## src/rtl/combo_lock_pkg.sv

```systemverilog
// Shared types and helpers for the combination lock sequencer.
// State encoding, the state enum and a counter-width helper used for the
// pos/fail_cnt outputs and the internal timers.
package combo_lock_pkg;

    localparam logic [1:0] ENC_ENTRY   = 2'd0;
    localparam logic [1:0] ENC_OPEN    = 2'd1;
    localparam logic [1:0] ENC_LOCKOUT = 2'd2;
    localparam logic [1:0] ENC_PROG    = 2'd3;

    typedef enum logic [1:0] {
        ST_ENTRY   = ENC_ENTRY,
        ST_OPEN    = ENC_OPEN,
        ST_LOCKOUT = ENC_LOCKOUT,
        ST_PROG    = ENC_PROG
    } state_t;

    // Bits needed to hold the values 0..n inclusive (at least one bit).
    function automatic int cnt_w(input int n);
        return (n < 1) ? 1 : $clog2(n + 1);
    endfunction

endpackage

```

## src/rtl/combo_lock_seq_if.sv

```systemverilog
// Symbol/control and status bundle between the keypad front end (master)
// and the combination lock sequencer (slave).
interface combo_lock_seq_if #(
    parameter int CODE_LEN = 5,
    parameter int SYM_W    = 1,
    parameter int MAX_FAIL = 3
);
    logic                              sym_valid;
    logic [SYM_W-1:0]                  sym;
    logic                              lock_now;
    logic                              prog_en;
    logic                              unlocked;
    logic                              lockout;
    logic [1:0]                        state;
    logic [$clog2(CODE_LEN+1)-1:0]     pos;
    logic [$clog2(MAX_FAIL+1)-1:0]     fail_cnt;

    modport master (
        output sym_valid, sym, lock_now, prog_en,
        input  unlocked, lockout, state, pos, fail_cnt
    );

    modport slave (
        input  sym_valid, sym, lock_now, prog_en,
        output unlocked, lockout, state, pos, fail_cnt
    );
endinterface

```

## src/rtl/combo_lock_timer.sv

```systemverilog
// Loadable down-counter. load has priority over en; the count stops at zero
// and expired is high while the count is zero. Loading N-1 and leaving the
// phase on the first edge that sees expired gives a phase of exactly N cycles.
module combo_lock_timer #(
    parameter int W = 4
) (
    input  logic         clk,
    input  logic         rst,
    input  logic         load,
    input  logic [W-1:0] load_val,
    input  logic         en,
    output logic         expired
);
    logic [W-1:0] count_reg;

    // Count register: reload, or step down towards zero while enabled.
    always_ff @(posedge clk) begin
        if (rst) begin
            count_reg <= '0;
        end else if (load) begin
            count_reg <= load_val;
        end else if (en && (count_reg != '0)) begin
            count_reg <= count_reg - 1'b1;
        end
    end

    assign expired = (count_reg == '0);
endmodule

```

## src/rtl/combo_lock_seq.sv

```systemverilog
// Combination lock sequencer: compares CODE_LEN-symbol attempts against a
// reprogrammable code, counts failures with a timed lockout, relocks OPEN
// after UNLOCK_CYC cycles (0 = never) and supports in-field programming.
// Optional build macro COMBO_LOCK_TIMEOUT_EN adds an inter-symbol timeout
// (TIMEOUT_CYC idle cycles) that discards a partial entry.
module combo_lock_seq
    import combo_lock_pkg::*;
#(
    parameter int                         CODE_LEN     = 5,
    parameter int                         SYM_W        = 1,
    parameter logic [CODE_LEN*SYM_W-1:0]  DEFAULT_CODE = 5'b11010,
    parameter int                         MAX_FAIL     = 3,
    parameter int                         LOCKOUT_CYC  = 16,
    parameter int                         UNLOCK_CYC   = 8
`ifdef COMBO_LOCK_TIMEOUT_EN
    ,
    parameter int                         TIMEOUT_CYC  = 32
`endif
) (
    input  logic             clk,
    input  logic             rst,
    combo_lock_seq_if.slave  bus
);
    localparam int PW = cnt_w(CODE_LEN);
    localparam int FW = cnt_w(MAX_FAIL);
    localparam int CW = CODE_LEN * SYM_W;
    localparam int LW = cnt_w(LOCKOUT_CYC);
    localparam logic [PW-1:0] LAST_POS = PW'(CODE_LEN - 1);
    localparam logic [FW-1:0] FAIL_LIM = FW'(MAX_FAIL);

    state_t           state_reg;
    logic [PW-1:0]    pos_reg;
    logic [FW-1:0]    fail_cnt_reg;
    logic             match_reg;
    logic [CW-1:0]    code_reg;
    logic [CW-1:0]    shadow_reg;
    logic [CW-1:0]    shadow_next;
    logic             unlocked_reg;
    logic             lockout_reg;

    logic [SYM_W-1:0] exp_sym;
    logic             match_now;
    logic             last_sym;
    logic [FW-1:0]    fail_inc;
    logic             lock_expired;
    logic             relock_expired;
    logic             timeout_hit;

    // Symbol expected at the current position, taken from the stored code.
    always_comb begin
        exp_sym = '0;
        for (int i = 0; i < CODE_LEN; i++) begin
            if (pos_reg == PW'(i)) begin
                exp_sym = code_reg[i*SYM_W +: SYM_W];
            end
        end
    end

    assign match_now = match_reg && (bus.sym == exp_sym);
    assign last_sym  = (pos_reg == LAST_POS);
    assign fail_inc  = fail_cnt_reg + 1'b1;

    // Shadow code with the incoming symbol merged at the current position, so
    // the final programming symbol lands in the committed code.
    generate
        for (genvar gi = 0; gi < CODE_LEN; gi++) begin : g_shadow
            assign shadow_next[gi*SYM_W +: SYM_W] =
                (pos_reg == PW'(gi)) ? bus.sym : shadow_reg[gi*SYM_W +: SYM_W];
        end
    endgenerate

    // Lockout timer: held loaded outside LOCKOUT, runs while locked out.
    combo_lock_timer #(.W(LW)) u_lockout_timer (
        .clk      (clk),
        .rst      (rst),
        .load     (state_reg != ST_LOCKOUT),
        .load_val (LW'(LOCKOUT_CYC - 1)),
        .en       (state_reg == ST_LOCKOUT),
        .expired  (lock_expired)
    );

    // Auto-relock timer: restarts on every OPEN entry because it is held
    // loaded whenever the lock is not open.
    generate
        if (UNLOCK_CYC > 0) begin : g_relock
            localparam int UW = cnt_w(UNLOCK_CYC);
            combo_lock_timer #(.W(UW)) u_relock_timer (
                .clk      (clk),
                .rst      (rst),
                .load     (state_reg != ST_OPEN),
                .load_val (UW'(UNLOCK_CYC - 1)),
                .en       (state_reg == ST_OPEN),
                .expired  (relock_expired)
            );
        end else begin : g_no_relock
            assign relock_expired = 1'b0;
        end
    endgenerate

`ifdef COMBO_LOCK_TIMEOUT_EN
    localparam int TW = cnt_w(TIMEOUT_CYC);
    logic partial;
    logic to_expired;

    assign partial = ((state_reg == ST_ENTRY) || (state_reg == ST_PROG)) && (pos_reg != '0);

    // Inter-symbol timer: reloaded by every accepted symbol, runs while idle
    // with a partial entry pending.
    combo_lock_timer #(.W(TW)) u_timeout_timer (
        .clk      (clk),
        .rst      (rst),
        .load     (bus.sym_valid || !partial),
        .load_val (TW'(TIMEOUT_CYC - 1)),
        .en       (partial),
        .expired  (to_expired)
    );

    assign timeout_hit = partial && !bus.sym_valid && to_expired;
`else
    assign timeout_hit = 1'b0;
`endif

    // Main FSM with registered status outputs.
    always_ff @(posedge clk) begin
        if (rst) begin
            state_reg    <= ST_ENTRY;
            pos_reg      <= '0;
            fail_cnt_reg <= '0;
            match_reg    <= 1'b1;
            code_reg     <= DEFAULT_CODE;
            shadow_reg   <= DEFAULT_CODE;
            unlocked_reg <= 1'b0;
            lockout_reg  <= 1'b0;
        end else begin
            case (state_reg)
                ST_ENTRY: begin
                    if (bus.sym_valid) begin
                        if (last_sym) begin
                            pos_reg   <= '0;
                            match_reg <= 1'b1;
                            if (match_now) begin
                                state_reg    <= ST_OPEN;
                                fail_cnt_reg <= '0;
                                unlocked_reg <= 1'b1;
                            end else begin
                                fail_cnt_reg <= fail_inc;
                                if (fail_inc == FAIL_LIM) begin
                                    state_reg   <= ST_LOCKOUT;
                                    lockout_reg <= 1'b1;
                                end
                            end
                        end else begin
                            pos_reg   <= pos_reg + 1'b1;
                            match_reg <= match_now;
                        end
                    end else if (timeout_hit) begin
                        pos_reg   <= '0;
                        match_reg <= 1'b1;
                    end
                end

                ST_LOCKOUT: begin
                    if (lock_expired) begin
                        state_reg    <= ST_ENTRY;
                        fail_cnt_reg <= '0;
                        lockout_reg  <= 1'b0;
                    end
                end

                ST_OPEN: begin
                    if (bus.lock_now) begin
                        state_reg    <= ST_ENTRY;
                        unlocked_reg <= 1'b0;
                    end else if (bus.prog_en) begin
                        state_reg    <= ST_PROG;
                        pos_reg      <= '0;
                        unlocked_reg <= 1'b0;
                    end else if (relock_expired) begin
                        state_reg    <= ST_ENTRY;
                        unlocked_reg <= 1'b0;
                    end
                end

                ST_PROG: begin
                    if (bus.lock_now || timeout_hit) begin
                        state_reg <= ST_ENTRY;
                        pos_reg   <= '0;
                        match_reg <= 1'b1;
                    end else if (bus.sym_valid) begin
                        shadow_reg <= shadow_next;
                        if (last_sym) begin
                            code_reg  <= shadow_next;
                            state_reg <= ST_ENTRY;
                            pos_reg   <= '0;
                            match_reg <= 1'b1;
                        end else begin
                            pos_reg <= pos_reg + 1'b1;
                        end
                    end
                end

                default: begin
                    state_reg <= ST_ENTRY;
                end
            endcase
        end
    end

    assign bus.unlocked = unlocked_reg;
    assign bus.lockout  = lockout_reg;
    assign bus.state    = state_reg;
    assign bus.pos      = pos_reg;
    assign bus.fail_cnt = fail_cnt_reg;
endmodule

```

## src/flat_wrapper.sv

```systemverilog
// flat-port wrapper written by rule: the top's interface ports become plain ports
module combo_lock_seq_flat import combo_lock_pkg::*;
#(
    parameter int                         CODE_LEN     = 5,
    parameter int                         SYM_W        = 1,
    parameter logic [CODE_LEN*SYM_W-1:0]  DEFAULT_CODE = 5'b11010,
    parameter int                         MAX_FAIL     = 3,
    parameter int                         LOCKOUT_CYC  = 16,
    parameter int                         UNLOCK_CYC   = 8

)
  (clk, rst, bus_sym_valid, bus_sym, bus_lock_now, bus_prog_en, bus_unlocked, bus_lockout, bus_state, bus_pos, bus_fail_cnt);
  combo_lock_seq_if #(.CODE_LEN(CODE_LEN), .SYM_W(SYM_W), .MAX_FAIL(MAX_FAIL)) bus_i ();
  input  logic clk;
  input  logic rst;
  input wire logic [$bits(bus_i.sym_valid)-1:0] bus_sym_valid;
  input wire logic [$bits(bus_i.sym)-1:0] bus_sym;
  input wire logic [$bits(bus_i.lock_now)-1:0] bus_lock_now;
  input wire logic [$bits(bus_i.prog_en)-1:0] bus_prog_en;
  output wire logic [$bits(bus_i.unlocked)-1:0] bus_unlocked;
  output wire logic [$bits(bus_i.lockout)-1:0] bus_lockout;
  output wire logic [$bits(bus_i.state)-1:0] bus_state;
  output wire logic [$bits(bus_i.pos)-1:0] bus_pos;
  output wire logic [$bits(bus_i.fail_cnt)-1:0] bus_fail_cnt;
  assign bus_i.sym_valid = bus_sym_valid;
  assign bus_i.sym = bus_sym;
  assign bus_i.lock_now = bus_lock_now;
  assign bus_i.prog_en = bus_prog_en;
  assign bus_unlocked = bus_i.unlocked;
  assign bus_lockout = bus_i.lockout;
  assign bus_state = bus_i.state;
  assign bus_pos = bus_i.pos;
  assign bus_fail_cnt = bus_i.fail_cnt;
  combo_lock_seq #(.CODE_LEN(CODE_LEN), .SYM_W(SYM_W), .DEFAULT_CODE(DEFAULT_CODE), .MAX_FAIL(MAX_FAIL), .LOCKOUT_CYC(LOCKOUT_CYC), .UNLOCK_CYC(UNLOCK_CYC)) u_core (.clk(clk), .rst(rst), .bus(bus_i));
endmodule
```

## config.mk

```make
export PLATFORM = sky130hd
export DESIGN_NAME = combo_lock_seq_flat
export DESIGN_NICKNAME = d
export VERILOG_FILES = /design/src/rtl/combo_lock_pkg.sv /design/src/rtl/combo_lock_seq_if.sv /design/src/rtl/combo_lock_timer.sv /design/src/rtl/combo_lock_seq.sv /design/src/flat_wrapper.sv
export SDC_FILE = /design/constraint.sdc
export NUM_CORES = 1
export LEC_CHECK = 0
export BUFFER_PORTS_ARGS = -buffer_cell sky130_fd_sc_hd__buf_2
export CAP_MARGIN = 20
export CORE_MARGIN = 2
export CORE_UTILIZATION = 45
export DETAILED_ROUTE_END_ITERATION = 16
export SLEW_MARGIN = 5
export SYNTH_ARGS = -nofsm -noshare
export SYNTH_HDL_FRONTEND = slang
export SYNTH_SLANG_ARGS = --single-unit
export TNS_END_PERCENT = 100
```

## constraint.sdc

```tcl
create_clock -name clk -period 4.86 [get_ports clk]
set_clock_uncertainty 0.15 [all_clocks]
set_input_delay 0.972 -clock clk [delete_from_list [all_inputs] [get_ports clk]]
set_output_delay 0.972 -clock clk [all_outputs]
set_load 0.01 [all_outputs]
```

# Word-level counts from Yosys, hierarchy flattened
# Cells that the tools add are included.
totals:
  reg_bits: 29
op_classes:
  mux: 55
  add_sub_neg: 4
  n_bitwise: 1
  eq_ne: 23
  reduce_logical: 25
op_table:
  columns: ["op", "count"]
  rows:
  - ["$mux 2", 14]
  - ["$mux 1", 26]
  - ["$mux 3", 7]
  - ["$reduce_and 4->1", 3]
  - ["$ne 2x1->1 const B", 5]
  - ["$ne 2x2->1 const B", 5]
  - ["$reduce_bool 2->1", 5]
  - ["$pmux 3 s3", 1]
  - ["$mux 4", 2]
  - ["$pmux 2 s4", 1]
  - ["$reduce_and 7->1", 1]
  - ["$eq 2x2->1 const B", 3]
  - ["$eq 3x2->1 const B", 2]
  - ["$pmux 1 s2", 3]
  - ["$reduce_and 3->1", 2]
  - ["$reduce_and 6->1", 1]
  - ["$logic_not 5->1", 1]
  - ["$reduce_and 5->1", 1]
  - ["$reduce_bool 5->1", 1]
  - ["$sub 5x1->5 const B", 1]
  - ["$logic_not 4->1", 1]
  - ["$ne 4x3->1 const B", 1]
  - ["$pmux 2 s2", 1]
  - ["$reduce_bool 4->1", 1]
  - ["16 further kinds", 19]

# Depth between registers and ports, before layout
logic_depth:
  word_depth: 12
  mapped_depth: 7

# By module
# From an unflattened synthesis, not the netlist that was laid out.
unflattened:
  hier_cells: 209
  area_unflattened_um2: 1665.3
modules_own_cells:
  columns: ["module", "n_inst", "area_per_inst_um2", "cells_each"]
  rows:
  - ["combo_lock_seq", 1, 1076.0, 143]
  - ["combo_lock_timer (u_core.u_lockout_timer)", 1, 326.6, 37]
  - ["combo_lock_timer (u_core.g_relock.u_relock_timer)", 1, 262.8, 29]

# Worst setup path before layout
# Ideal clock, no wire load.
synth_path:
  path_type: "input port to flip-flop"
  start: "input port bus_sym"
  end: "register u_core.unlocked_reg (netlist: u_core.bus.unlocked)"
  path_slack_ns: 2.536
  path_stages: 4
  t_arrival_ns: 2.103
  setup_ns: 0.070
  cell_sequence: "clkbuf_1 > or4b_1 > a211o_1 > a21oi_1"
synth_via:
  elab_chain_len: 4
synth_lines:
  columns: ["item", "line", "rtl"]
  rows:
  - ["start, declared", "flat_wrapper.sv:17", "input wire logic [$bits(bus_i.sym)-1:0] bus_sym;"]
  - ["$eq 1x1->1", "combo_lock_seq.sv:59", "assign match_now = match_reg && (bus.sym == exp_sym);"]
  - ["$logic_and 1x1->1", "combo_lock_seq.sv:59", null]
  - ["$ne 2x1->1 (no line)", null, null]
  - ["$reduce_and 5->1 (no line)", null, null]
  - ["end signal, assigned", "combo_lock_seq.sv:132", "unlocked_reg <= 1'b0;"]
  - ["end signal, assigned", "combo_lock_seq.sv:144", "unlocked_reg <= 1'b1;"]
  - ["end signal, assigned", "combo_lock_seq.sv:173", "unlocked_reg <= 1'b0;"]
  - ["end, declared", "combo_lock_seq.sv:38", "logic unlocked_reg;"]
# Every way passes these cells.
# A chain may end at the register's enable or synchronous reset.

# Worst setup path after layout
layout_path:
  start: "register u_core.pos_reg[2] (netlist: u_core.bus.pos[2])"
  end: "register u_core.match_reg"
layout_via:
  elab_chain_len: 11
layout_lines:
  columns: ["item", "line", "rtl"]
  rows:
  - ["start, declared", "combo_lock_seq.sv:32", "logic [PW-1:0] pos_reg;"]
  - ["start signal, assigned", "combo_lock_seq.sv:153", "pos_reg <= pos_reg + 1'b1;"]
  - ["start signal, assigned", "combo_lock_seq.sv:197", "pos_reg <= pos_reg + 1'b1;"]
  - ["$logic_not 3->1", "combo_lock_seq.sv:53", "if (pos_reg == PW'(i)) begin"]
  - ["$mux 1 (5 in a row)", "combo_lock_seq.sv:53", null]
  - ["$eq 1x1->1", "combo_lock_seq.sv:59", null]
  - ["$logic_and 1x1->1", "combo_lock_seq.sv:59", null]
  - ["$mux 1", "combo_lock_seq.sv:138", "if (last_sym) begin"]
  - ["$mux 1", "combo_lock_seq.sv:137", "if (bus.sym_valid) begin"]
  - ["$pmux 1 s2", "combo_lock_seq.sv:135", "case (state_reg)"]
  - ["end signal, assigned", "combo_lock_seq.sv:154", "match_reg <= match_now;"]
  - ["end, declared", "combo_lock_seq.sv:34", "logic match_reg;"]
# Parallel ways exist; a longest one is shown, timed or not. The select of a mux whose other input is x is not followed.

==> impl_metrics.csv <==
group,metric,value,unit
synth,ys.flop_type,"dfxtp_1",
die,die_w,62.72,um
cts,hold_buffers,0,
route,ant_nets,0,
timing,relSlewSlack,55.21,%
setup_path,worstSetupEndpointType,"flip-flop",
timing,rsz0062_at_grt,"no",
final_layout,multi_input_area,930.9,sq um
route,drt_wl_total,3.359,mm
timing,final-hold-violation-count,0,
route,drc,0,
final_layout,syn2layout_area_growth,9.920,%
final_layout,seqCellArea,560.5,sq um
synth,mappedNetlistArea,1551,sq um
timing,max_freq,415.6,MHz
cts,clock_sinks,28,
synth,postSynthCellCount,187,
timing,drv_slew,0,
run,cap_violations,0,
die,num_rows,21,
cts,htree_levels,1,
synth,synth_nets,202,
global_route,antenna_found_initial,0,
cts,cts_resized,0,
status,status,"finished clean",
setup_path,cp-start-kind,"flip-flop",
route,drt_pre_antenna_iters,4,
cts,cts_max_path_buffers,2,
final_layout,nets,214,
die,die-area,3933,sq um
cts,root_buffer,"clkbuf_4",
synth,avgSynthCellArea,8.297,sq um
final_layout,drive_gt1_share,13.64,%
final_layout,final.fill_count,348,
timing,fin_crit,2.406,ns
synth,synth-edff-count,0,
global_route,grt_max_degree,24,
cts,cts_buffers,3,
power_and_ir_drop,powerDensity,270.4,nW/um^2
die,core,3311,sq um
placement,portBuffers,14,
cts,path_clk_slew,0.15,ns
setup_path,critPathKind,"flip-flop to flip-flop",
route,vias,1356,
synth,yosysWarnings,0,
power_and_ir_drop,total_power,0.4611,mW
setup_path,critPathMaxFanout,8,
setup_path,crit_arrival,2.51,ns
die,start_util,46.86,%
global_route,overflow,0,
power_and_ir_drop,p_leak,0.6882,nW
synth,ys_types,41,
die,io_pins,15,
die,fp.dieH,62.72,um
cts,cts_tree,"yes",
route,first_iter_violations,76,
placement,dp_hpwl,2.567,mm
cts,post_cts_buffers,0,
timing,setup_viol,0,
global_route,grt_pass1_vias,1325,
placement,place.gp.congestion,0.8353,
final_layout,n_antenna_cell,0,
power_and_ir_drop,ir_drop,0.0001160,V
setup_path,crit_required,4.96,ns
setup_path,rrSetupSlack,2.45,ns
route,via_per_inst,5.557,
global_route,track_usage,18.47,%
final_layout,layout_common_cells,"28 x dfxtp_1, 27 x nand2_1, 14 x nor2_1, 14 x a21oi_1, 14 x buf_2",
synth,yosysSeqAreaShare,36.13,%
timing,tightest_slew,0.6704,ns
final_layout,layout_commonest_cell,"dfxtp_1",
timing,post-route-period-util,49.51,%
synth,ys_ff_latch,28,
min_path,min_path_type,"flip-flop to flip-flop",
global_route,grt_pass1_wl,5.851,mm
cts,insertion_delay,0.34,ns
timing,setup-tns-final,0,ns
route,wire_per_inst,13.77,um
synth,ys_async_sr_fraction,0,%
[area by class of cell]
type | count | share of cell area, %
multi-input cells | 143 | 54.59
flip-flops and latches | 28 | 32.87
repair buffers | 14 | 4.109
well taps | 46 | 3.375
inverters | 9 | 1.981
clock inverters | 1 | 1.761
clock buffers | 3 | 1.321
[cell families (layout without fill, tap and decap cells)]
group,count (synthesis),count (layout),synth area share (%)
AO/OA/AOI/OAI,47,47,21.05
adder cells (fa/ha/maj),9,9,7.258
AND/OR/NAND/NOR,77,77,25.40
flip-flops,28,28,36.13
buffers and inverters,16,27,3.870
XOR/XNOR,4,4,2.258
multiplexers,6,6,4.032
[critical path, stage by stage, from the launching register on]
cell	delay, ns
dfxtp_1	0.51
inv_1	0.17
ha_1	0.30
a2111oi_2	0.47
nor3_1	0.14
or2_2	0.31
o31a_1	0.27
[per-stage QoR]
step	hold WS (ns)	worst slack [ns]	cell area, sq um	utilization (%)	cells
after floorplan	0.2730	2.536	1551	-	187
after global placement	0.2991	2.466	1653	49.92	240
after detailed placement	0.2996	2.407	1653	49.92	240
after CTS	0.3201	2.478	1705	51.51	244
after global routing	0.3485	2.290	1705	51.51	244
final	0.3179	2.454	1705	51.51	244
[report_power, final]
group	switching (mW)	internal (mW)	leakage [nW]
clock network	0.0731	0.0836	0.0279
registers	0.00654	0.236	0.229
logic	0.0358	0.0262	0.431
total	0.115	0.346	0.688
[routing by layer]
layer | GRT usage [%] | up-vias | share of wire [%]
li1 | - | 690 | -
met5 | 0 | - | 0
met1 | 21.93 | 628 | 44
met4 | 7.778 | 0 | 2.6
met3 | 2.342 | 9 | 3.8
met2 | 33.33 | 29 | 49
[synth_stat cells (4+ instances only)]
library cell	count	area share [%]
o211ai_1	7	3.4
nand3_1	8	2.6
a211oi_1	5	2.4
nor2_1	14	3.4
dfxtp_1	28	36
inv_1	9	2.2
nand2_1	27	6.5
clkbuf_1	6	1.5
mux2i_1	4	2.6
ha_1	9	7.3
nor3_1	4	1.3
or3_1	4	1.6
a21oi_1	14	4.5
[worst paths after layout]
| path | cells after the start | from | end |
|---|---|---|---|
| setup / recovery | 6 | u_core.bus.pos[2] | u_core.match_reg |
| hold / removal | 2 | u_core.shadow_reg[0] | u_core.code_reg[0] |
| setup reg to reg | 6 | u_core.bus.pos[2] | u_core.match_reg |
| hold reg to reg | 2 | u_core.shadow_reg[0] | u_core.code_reg[0] |
Note: power is estimated with default switching activity, not from simulation.
